**src/rtl/ps2_pkg.sv**
```systemverilog
// Shared PS/2 definitions, used by the host transmitter and the keyboard receiver.
// Contents: transmitter state encoding, default timing constants, parity helper.
package ps2_pkg;

    localparam int unsigned INHIBIT_CYCLES_DEF = 5000;    // 100 us at 50 MHz
    localparam int unsigned TIMEOUT_CYCLES_DEF = 750000;  // 15 ms at 50 MHz

    typedef enum logic [2:0] {
        ST_IDLE     = 3'd0,
        ST_INHIBIT  = 3'd1,
        ST_RTS      = 3'd2,
        ST_DATA     = 3'd3,
        ST_PARITY   = 3'd4,
        ST_STOP     = 3'd5,
        ST_ACK      = 3'd6,
        ST_WAIT_REL = 3'd7
    } ps2_tx_state_e;

    // Odd parity: total number of ones across byte + parity bit is odd.
    function automatic logic odd_parity(input logic [7:0] b);
        return ~^b;
    endfunction

endpackage

```
**src/rtl/ps2_line_sync.sv**
```systemverilog
// Two-flop synchronizer and falling-edge detector for one PS/2 pad line.
// Ports: clk, rst (sync, active-high), line_i (raw pad), level_o (synchronized
// level), fall_c (combinational falling-edge strobe from the synchronizer flops).
module ps2_line_sync (
    input  logic clk,
    input  logic rst,
    input  logic line_i,
    output logic level_o,
    output logic fall_c
);

    // sync_q[0] is the newer sample, sync_q[1] the older one; lines idle high.
    logic [1:0] sync_q;

    always_ff @(posedge clk) begin
        if (rst) begin
            sync_q <= 2'b11;
        end else begin
            sync_q <= {sync_q[0], line_i};
        end
    end

    assign level_o = sync_q[0];
    assign fall_c  = sync_q[1] & ~sync_q[0];

endmodule

```
**src/rtl/ps2_host_tx.sv**
```systemverilog
// PS/2 host-to-device command transmitter (request-to-send, 8 data bits LSB
// first, odd parity, stop, device ACK, wait for bus release).
// Ports: clk, rst (sync, active-high); ps2_clk/ps2_data pad inputs;
// ps2_clk_oe/ps2_data_oe open-drain pull-low enables; wr/wdata command write;
// busy, done (one-cycle), ack_err and timeout (sticky until next accepted wr).
// Optional watchdog: define PS2_TX_TIMEOUT_EN; otherwise timeout is tied to 0.
module ps2_host_tx
    import ps2_pkg::*;
#(
    parameter int unsigned INHIBIT_CYCLES = INHIBIT_CYCLES_DEF,
    parameter int unsigned TIMEOUT_CYCLES = TIMEOUT_CYCLES_DEF
) (
    input  logic       clk,
    input  logic       rst,
    input  logic       ps2_clk,
    input  logic       ps2_data,
    output logic       ps2_clk_oe,
    output logic       ps2_data_oe,
    input  logic       wr,
    input  logic [7:0] wdata,
    output logic       busy,
    output logic       done,
    output logic       ack_err,
    output logic       timeout
);

    localparam int unsigned INH_W = $clog2(INHIBIT_CYCLES + 1);

    logic clk_lvl, clk_fall_c, data_lvl, data_fall_c;

    ps2_line_sync u_clk_sync (
        .clk     (clk),
        .rst     (rst),
        .line_i  (ps2_clk),
        .level_o (clk_lvl),
        .fall_c  (clk_fall_c)
    );

    ps2_line_sync u_data_sync (
        .clk     (clk),
        .rst     (rst),
        .line_i  (ps2_data),
        .level_o (data_lvl),
        .fall_c  (data_fall_c)
    );

    ps2_tx_state_e    state_q, state_d;
    logic [7:0]       byte_q, byte_d;
    logic             par_q, par_d;
    logic [INH_W-1:0] inh_q, inh_d;
    logic [3:0]       bit_q, bit_d;
    logic             clk_oe_q, clk_oe_d;
    logic             data_oe_q, data_oe_d;
    logic             busy_q, busy_d;
    logic             done_q, done_d;
    logic             ack_err_q, ack_err_d;

`ifdef PS2_TX_TIMEOUT_EN
    localparam int unsigned WD_W = $clog2(TIMEOUT_CYCLES + 1);
    logic [WD_W-1:0] wd_q, wd_d;
    logic            timeout_q, timeout_d;
`endif

    // Next-state and next-output logic.
    always_comb begin
        state_d   = state_q;
        byte_d    = byte_q;
        par_d     = par_q;
        inh_d     = inh_q;
        bit_d     = bit_q;
        clk_oe_d  = clk_oe_q;
        data_oe_d = data_oe_q;
        done_d    = 1'b0;
        ack_err_d = ack_err_q;
`ifdef PS2_TX_TIMEOUT_EN
        timeout_d = timeout_q;
        wd_d      = wd_q + WD_W'(1);
`endif

        unique case (state_q)
            ST_IDLE: begin
                clk_oe_d  = 1'b0;
                data_oe_d = 1'b0;
                if (wr) begin
                    byte_d    = wdata;
                    par_d     = odd_parity(wdata);
                    ack_err_d = 1'b0;
`ifdef PS2_TX_TIMEOUT_EN
                    timeout_d = 1'b0;
`endif
                    inh_d     = '0;
                    bit_d     = '0;
                    clk_oe_d  = 1'b1;
                    state_d   = ST_INHIBIT;
                end
            end
            // Clock held low INHIBIT_CYCLES cycles, then one extra cycle with start bit.
            ST_INHIBIT: begin
                if (inh_q == INH_W'(INHIBIT_CYCLES)) begin
                    clk_oe_d = 1'b0;
                    state_d  = ST_RTS;
                end else begin
                    inh_d = inh_q + INH_W'(1);
                    if (inh_q == INH_W'(INHIBIT_CYCLES - 1)) begin
                        data_oe_d = 1'b1;
                    end
                end
            end
            ST_RTS: begin
                if (clk_fall_c) begin
                    data_oe_d = ~byte_q[0];
                    bit_d     = 4'd1;
                    state_d   = ST_DATA;
                end
            end
            // bit_q holds the number of falling edges seen so far.
            ST_DATA: begin
                if (clk_fall_c) begin
                    if (bit_q == 4'd8) begin
                        data_oe_d = ~par_q;
                        state_d   = ST_PARITY;
                    end else begin
                        data_oe_d = ~byte_q[bit_q[2:0]];
                    end
                    bit_d = bit_q + 4'd1;
                end
            end
            ST_PARITY: begin
                if (clk_fall_c) begin
                    data_oe_d = 1'b0;
                    bit_d     = 4'd10;
                    state_d   = ST_STOP;
                end
            end
            // Falling edge 11: device pulls data low to acknowledge.
            ST_STOP: begin
                if (clk_fall_c) begin
                    bit_d = 4'd11;
                    if (!data_lvl) begin
                        state_d = ST_ACK;
                    end else begin
                        ack_err_d = 1'b1;
                        state_d   = ST_WAIT_REL;
                    end
                end
            end
            ST_ACK: begin
                state_d = ST_WAIT_REL;
            end
            ST_WAIT_REL: begin
                if (clk_lvl && data_lvl) begin
                    done_d  = ~ack_err_q;
                    state_d = ST_IDLE;
                end
            end
            default: begin
                state_d = ST_IDLE;
            end
        endcase

`ifdef PS2_TX_TIMEOUT_EN
        // Watchdog runs from leaving INHIBIT until WAIT_REL exits; expiry aborts.
        if (state_q == ST_IDLE || state_q == ST_INHIBIT) begin
            wd_d = '0;
        end else if (wd_q == WD_W'(TIMEOUT_CYCLES - 1)) begin
            wd_d      = '0;
            clk_oe_d  = 1'b0;
            data_oe_d = 1'b0;
            done_d    = 1'b0;
            timeout_d = 1'b1;
            state_d   = ST_IDLE;
        end
`endif

        busy_d = (state_d != ST_IDLE);
    end

    // State and registered outputs.
    always_ff @(posedge clk) begin
        if (rst) begin
            state_q   <= ST_IDLE;
            byte_q    <= '0;
            par_q     <= 1'b0;
            inh_q     <= '0;
            bit_q     <= '0;
            clk_oe_q  <= 1'b0;
            data_oe_q <= 1'b0;
            busy_q    <= 1'b0;
            done_q    <= 1'b0;
            ack_err_q <= 1'b0;
        end else begin
            state_q   <= state_d;
            byte_q    <= byte_d;
            par_q     <= par_d;
            inh_q     <= inh_d;
            bit_q     <= bit_d;
            clk_oe_q  <= clk_oe_d;
            data_oe_q <= data_oe_d;
            busy_q    <= busy_d;
            done_q    <= done_d;
            ack_err_q <= ack_err_d;
        end
    end

`ifdef PS2_TX_TIMEOUT_EN
    always_ff @(posedge clk) begin
        if (rst) begin
            wd_q      <= '0;
            timeout_q <= 1'b0;
        end else begin
            wd_q      <= wd_d;
            timeout_q <= timeout_d;
        end
    end

    assign timeout = timeout_q;
`else
    assign timeout = 1'b0;
`endif

    assign ps2_clk_oe  = clk_oe_q;
    assign ps2_data_oe = data_oe_q;
    assign busy        = busy_q;
    assign done        = done_q;
    assign ack_err     = ack_err_q;

endmodule

```
**config.mk**
```make
export PLATFORM = sky130hd
export DESIGN_NAME = ps2_host_tx
export DESIGN_NICKNAME = d
export VERILOG_FILES = /design/src/rtl/ps2_pkg.sv /design/src/rtl/ps2_line_sync.sv /design/src/rtl/ps2_host_tx.sv
export SDC_FILE = /design/constraint.sdc
export NUM_CORES = 1
export LEC_CHECK = 0
export BUFFER_PORTS_ARGS = -buffer_cell sky130_fd_sc_hd__buf_4
export CORE_ASPECT_RATIO = 1.2
export CORE_MARGIN = 1
export CORE_UTILIZATION = 63
export CTS_CLUSTER_SIZE = 40
export DETAILED_ROUTE_END_ITERATION = 7
export PLACE_DENSITY = 0.88
export SYNTH_ARGS = -nofsm -noshare
export SYNTH_HDL_FRONTEND = slang
export SYNTH_HIERARCHICAL = 1
export SYNTH_SLANG_ARGS = --single-unit
```
**constraint.sdc**
```tcl
create_clock -name clk -period 4.3 [get_ports clk]
set_input_delay 0.86 -clock clk [delete_from_list [all_inputs] [get_ports clk]]
set_output_delay 0.86 -clock clk [all_outputs]
set_load 0.005 [all_outputs]
```
# Word level (Yosys, flattened, before mapping)
# Index checks and enable logic that the tools add are counted.
# word_totals
reg_bits,37
inputBits,13
output_inout_bits,6
word_cells,92
# classes
addsub,2
magnitude_cmp,1
n_eq_ne,19
mux,35
n_bitwise,8
n_reduce_logical,15
# op_table
cell,count
$eq 13x13->1 const B,2
$mux 13,2
$pmux 13 s2,1
$mux 3,8
$pmux 3 s8,1
$mux 4,5
$pmux 4 s5,1
$ne 2x2->1 const B,8
$add 13x1->13 const B,1
$mux 1,13
$eq 3x3->1 const B,4
$reduce_and 6->1,2
$reduce_bool 5->1,2
$reduce_xnor 8->1,1
$not 1->1,7
$eq 3x2->1 const B,2
$pmux 1 s5,1
$add 4x1->4 const B,1
$eq 4x4->1 const B,1
$lt 3x4->1 const B,1
$pmux 1 s2,2
$reduce_and 2->1,2
$reduce_and 4->1,1
$reduce_bool 2->1,2
other kinds (9),9

# Logic depth before layout (Yosys ltp)
# Gate-level depths: netlist of run 1.
# logic_depth
ltp_word,6
mapped_depth,8
depth_no_buf,7

# Modules after synthesis
# Netlist of run 1, hierarchy kept.
# by_module_without_submodules
module,n_inst,cells_each,area_each_um2,seq_area_each_um2
ps2_host_tx,1,229,1860.5,680.7
ps2_line_sync,2,5,61.3,40.0

# Least setup slack after synthesis of run 1
# No wires, ideal clock.
# synth_timing
kind,input -> register
from,input wr
to,register bit_q[2]
setup_time_ns,0.070
arrival_time_ns,1.839
required_ns,4.230
slack_ns,2.390
cell_stages,5
n_path_buf,0
path_cell_list,nand2b_1 > o21ai_0 > o21ai_1 > or4b_1 > a21oi_1
# synth_between
elab_chain_len,2
# synth_rtl
item,line,text
start: declaration,ps2_host_tx.sv:19,"input logic wr,"
$ne 2x2->1 (no line),n/a,
$reduce_and 6->1 (no line),n/a,
end signal: assignment,ps2_host_tx.sv:196,bit_q <= bit_d;
end: declaration,ps2_host_tx.sv:51,"logic [3:0] bit_q, bit_d;"
# No other way between the ends.
# A chain may end at the register's enable or synchronous reset.

# Final worst setup path of run 1
# layout_timing
from,register state_q[0]
to,register busy_q (netlist: busy)
# layout_between
elab_chain_len,4
elab_cells_between_ends,18
classes_between,7 x eq/ne; 9 x mux; 2 x reduce/logical
# layout_rtl
item,line,text
start: declaration,ps2_host_tx.sv:47,"ps2_tx_state_e state_q, state_d;"
start signal: assignment,ps2_host_tx.sv:192,state_q <= state_d;
$mux 3,ps2_host_tx.sv:119,if (bit_q == 4'd8) begin
$mux 3,ps2_host_tx.sv:118,if (clk_fall_c) begin
$pmux 3 s8 *,ps2_host_tx.sv:80,unique case (state_q)
$reduce_bool 3->1 *,ps2_host_tx.sv:175,busy_d = (state_d != ST_IDLE);
end signal: assignment,ps2_host_tx.sv:199,busy_q <= busy_d;
end: declaration,ps2_host_tx.sv:54,"logic busy_q, busy_d;"
# Every way passes the cells marked *; elsewhere a longest branch is shown, timed or not.

==> impl_metrics.json, run 1 <==
{
  "cp.arrival_ps": 2340,
  "synthCells": 236,
  "cts_setup_buffers": 0,
  "maxSlewViolCount": 0,
  "path_class": "register to register",
  "critPathCaptureType": "register",
  "layout.nets": 265,
  "max_stage_delay_ps": 760,
  "drcViolationCount": 0,
  "setup_viol": 0,
  "drt-wirelength-per-cell_um": 14.1,
  "clock.fmax_ghz": 0.473,
  "r2r-end": "busy",
  "slew_headroom_pct": 55.2,
  "fin_crit_ps": 2120,
  "min_to": "byte_q[2]",
  "netlist_area_um2": 1950,
  "h-tree-depth": 2,
  "hold_viol_final": 0,
  "first_iter_violations": 61,
  "worstReg2RegStart": "state_q[0]",
  "cpMaxStageDelayCell": "dfxtp_1",
  "dr.pass1.iters": 4,
  "clock_sinks": 37,
  "start_util_pct": 68.0,
  "hp-class": "register to register",
  "io-pin-count": 19,
  "layout-drive-gt1-share_pct": 14.9,
  "rsz0062_at_grt": "false",
  "yosysWarnings": 6,
  "grt_max_degree": 27,
  "post-dp-hpwl_um": 2900,
  "grt_pass1_wl_um": 6920,
  "die_h_um": 62.9,
  "min_from": "byte_q[2]",
  "worstSetupStartpointType": "register",
  "track_usage_pct": 28.2,
  "regToRegSetupSlack_ps": 2180,
  "fillCellCount": 229,
  "clkTransAtPathRegs_ps": 100,
  "ant_nets": 0,
  "crit_required_ps": 4520,
  "critPathMaxFanout": 19,
  "coreArea_um2": 2860,
  "dieWidth_um": 52.8,
  "num_rows": 21,
  "die_area_um2": 3320,
  "cts_root_buffer": "clkbuf_4",
  "gr-total-overflow": 0,
  "avgViaCountPerCell": 6.04,
  "first_global_vias": 1601,
  "grt_antenna_before_repair": 0,
  "reg2reg_depth": 5,
  "antenna-diode-count": 0,
  "min_path_cells": 2,
  "synth_fp_nets": 253,
  "drv_cap": 0,
  "io_buffers": 17,
  "syn2layout_area_growth_pct": 8.67,
  "cts_resized": 0,
  "status": "completed",
  "regArea_um2": 741,
  "fin_worst_skew_ps": 4.40,
  "setup_tns_ps": 0,
  "place_congestion": 0.985,
  "num_vias": 1702,
  "fin_crit_sh_pct": 49.2,
  "clockBufferDepth": 2,
  "cts_tree": "yes",
  "worstSkewPairLatency_ps": 340,
  "multi_input_area_um2": 1110,
  "vdd_ir_drop_max_mv": 0.238,
  "cts_buffers": 5,
  "synth.avg_cell_area_um2": 8.25,
  "crit_chain": "nand2_1, or4_1, nand3_1, o31ai_2, or3_1",
  "power_w": 0.000644,
  "cts_hold_buf": 0,
  "powerDensity_nw_per_um2": 304,
  "tightest_slew_ps": 670,
  "cellLeakagePower_nw": 0.766,
  "wirelength_um": 3970
}
[per-layer routing]
metal  wire length (µm)  track usage, %  vias up
li1                   -               -      850
met1               1620            31.8      786
met2               2060            49.5       57
met3                218            6.81        9
met4                 75            9.87        0
met5                  0               0        -
[cells in the final DEF, fill, tap and decap left out, drive strengths merged, types with 2 or more instances in the layout]
cell type	instances
a311oi	3
ha	4
inv	10
xor2	3
nor3b	2
a31oi	2
clkbuf	7
dfxtp	37
mux2	3
or2	4
buf	17
nand3	8
nor2	27
o22ai	2
nor4b	2
a21oi	19
nand3b	2
or3	4
o21ai	8
or4	2
nand2b	4
nand2	32
xnor2	14
a221oi	3
nor4	3
and3	6
a211oi	4
nor3	3
[sequential cells by signal (all words and copies together) (netlist names)]
name	count
u_clk_sync/sync_q	2
par_q	1
ack_err	1
busy	1
inh_q	13
state_q	3
done	1
ps2_clk_oe	1
byte_q	8
u_data_sync/sync_q	1
ps2_data_oe	1
bit_q	4
[layout make-up]
cell class              count  share of cell area (%)
multi-input cells         177                    52.6
flip-flops and latches     37                    35.0
repair buffers             17                    6.03
clock buffers               7                    2.60
well taps                  34                    2.01
inverters                  10                    1.77
[worst max path at each step]
stage | startpoint | endpoint | slack (ps) | depth (start not counted)
global placement | wr | bit_q[2] | 2170 | 6
global route | state_q[0] | busy | 2060 | 5
CTS | state_q[0] | busy | 2220 | 5
detailed placement | wr | bit_q[2] | 2140 | 6
finish | state_q[0] | busy | 2180 | 5
floorplan | wr | bit_q[2] | 2390 | 5
[critical path: cells and delay by family, from the launching register on]
kind             cells  cell delay, ps
flip-flops           1             760
AO/OA/AOI/OAI        1              90
AND/OR/NAND/NOR      4            1150
[metrics by stage]
step	hold WS, ps	instances	setup WS, ps	instance area (µm²)	util, %
after detailed placement	452	275	2140	2060	72.0
after CTS	468	282	2220	2120	73.9
final	466	282	2180	2120	73.9
after global placement	443	275	2170	2060	72.0
after global routing	487	282	2060	2120	73.9
after floorplan	418	236	2390	1950	-
[where the power goes]
group | switching (W) | total [W] | leakage, nW | internal [W]
clock network | 0.000104 | 0.000181 | 0.0314 | 0.0000772
registers | 0.0000155 | 0.000373 | 0.302 | 0.000357
logic | 0.0000468 | 0.0000897 | 0.433 | 0.0000429
Power figures use the tool's default switching activity.
==> run 2: changes to the inputs <==
Settings changed: CORE_UTILIZATION 63 to 58, PLACE_DENSITY 0.88 to 0.82.
Clock period 4.3 ns to 2 ns, I/O delays scaled along.
==> run 2 against run 1 <==
Compared with the run above: register-to-register slack worse by 2000 ps; clock power grew to 3.6 times the previous value; first-iteration DRC count is 6.6% lower; cell count is 2.8% higher; clock skew is 10 ps higher; power grew to 2.6 times the previous value; critical path depth is 2 higher; via count is 1.8% lower; worst setup slack worse by 2000 ps.
==> impl_metrics.json, run 2 (synthesis results as in run 1) <==
{
  "coreArea_um2": 3140,
  "io-pin-count": 19,
  "whs_ps": 231,
  "fillCellCount": 258,
  "syn2layout_area_growth_pct": 13.2,
  "grt_pass1_wl_um": 6370,
  "powerDensity_nw_per_um2": 749,
  "critPathCaptureType": "register",
  "min_to": "u_data_sync/sync_q[0]",
  "hold_viol_final": 0,
  "worstSkewPairLatency_ps": 350,
  "layout.nets": 270,
  "r2r-end": "busy",
  "die_h_um": 65.5,
  "grt_max_degree": 27,
  "cts_root_buffer": "clkbuf_4",
  "layout-drive-gt1-share_pct": 17.3,
  "dieWidth_um": 54.9,
  "tightest_slew_ps": 523,
  "path_class": "register to register",
  "cts_hold_buf": 0,
  "final_common_cell": "dfxtp_1",
  "post-dp-hpwl_um": 2770,
  "setup_tns_ps": 0,
  "hp-class": "primary input to register",
  "cts_resized": 0,
  "layout_common_cells": "dfxtp_1, nand2_1, nor2_1",
  "drt-wirelength-per-cell_um": 13.4,
  "clock.fmax_ghz": 0.542,
  "slew_headroom_pct": 65.1,
  "gr-total-overflow": 0,
  "reg2reg_depth": 7,
  "worstReg2RegStart": "bit_q[1]",
  "clock_sinks": 37,
  "first_global_vias": 1403,
  "drcViolationCount": 0,
  "clockBufferDepth": 2,
  "track_usage_pct": 24.5,
  "wirelength_um": 3870,
  "place_inst": 282,
  "io_buffers": 17,
  "cts_setup_buffers": 0,
  "grt_antenna_before_repair": 0,
  "cp.arrival_ps": 2090,
  "fin_crit_ps": 1850,
  "ant_nets": 0,
  "h-tree-depth": 2,
  "num_rows": 22,
  "min_from": "ps2_data",
  "maxSlewViolCount": 0,
  "regToRegSetupSlack_ps": 150,
  "place_congestion": 0.939,
  "reg_top3": "inh_q x13, byte_q x8, bit_q x4",
  "drv_cap": 0,
  "fin_crit_sh_pct": 92.3,
  "regArea_um2": 741,
  "place_area_um2": 2100,
  "start_util_pct": 62.1,
  "worstSetupStartpointType": "register",
  "num_vias": 1671,
  "cts_buffers": 5,
  "critPathMaxFanout": 6,
  "avgViaCountPerCell": 5.76,
  "setup_viol": 0,
  "first_iter_violations": 57,
  "cellLeakagePower_nw": 0.814,
  "design_area_um2": 2200,
  "die_area_um2": 3600,
  "cts_tree": "yes",
  "fin_cells": 290,
  "status": "completed",
  "max_flop_register": "inh_q",
  "vdd_ir_drop_max_mv": 0.625,
  "crit_required_ps": 2250,
  "clkTransAtPathRegs_ps": 120,
  "dr.pass1.iters": 4,
  "rsz0062_at_grt": "false",
  "largest_reg_flops": 13,
  "antenna-diode-count": 0,
  "min_path_cells": 2,
  "multi_input_area_um2": 1110,
  "fin_worst_skew_ps": 14.5
}
run 2: worst max-delay path, cell delays in order (launching register included):
cell     delay, ps
dfxtp_1        390
inv_1          120
ha_1           190
nand2_1        110
or4_1          410
nand3_1        110
o31ai_2         70
or3_1          350
run 2: area by class of cell:
cell class / count / share of cell area [%]
inverters: 10 / 1.70
repair buffers: 22 / 7.49
flip-flops and latches: 37 / 33.6
clock buffers: 5 / 1.70
well taps: 36 / 2.04
multi-input cells: 177 / 50.5
clock inverters: 3 / 2.95
run 2: routing by layer:
layer  part of all wire (%)  vias up  wire length, µm  global-route usage, %
met1                     46      763             1800                   34.9
met3                    5.7        5              219                   5.79
met2                     46       46             1800                   35.2
met4                    1.4        0               55                   9.06
li1                       -      857                -                      -
met5                      0        -                0                      0
run 2: power by group:
part	internal, W	total, W	switching, W
combinational	0.000101	0.000211	0.000110
clock	0.000387	0.000646	0.000260
sequential	0.000768	0.000794	0.0000258
total	0.00126	0.00165	0.000395
run 2: how the worst max path moves through the flow:
| stage | startpoint | to | slack [ps] | depth (start not counted) |
|---|---|---|---|---|
| after floorplan | u_clk_sync/sync_q[0] | busy | 210 | 7 |
| after global placement | u_clk_sync/sync_q[0] | busy | 220 | 6 |
| after detailed placement | u_clk_sync/sync_q[0] | busy | 180 | 6 |
| after CTS | bit_q[1] | busy | 150 | 7 |
| after global routing | state_q[2] | busy | 10 | 5 |
| final | bit_q[1] | busy | 150 | 7 |
run 2: metrics by stage:
stage                     setup WS, ps  total power, W  utilization, %
after floorplan                    215        0.000950               -
after global placement             220         0.00101            67.0
after detailed placement           175         0.00102            67.0
after CTS                          146         0.00166            70.3
after global routing              10.0         0.00171            70.3
final                              154         0.00165            70.3
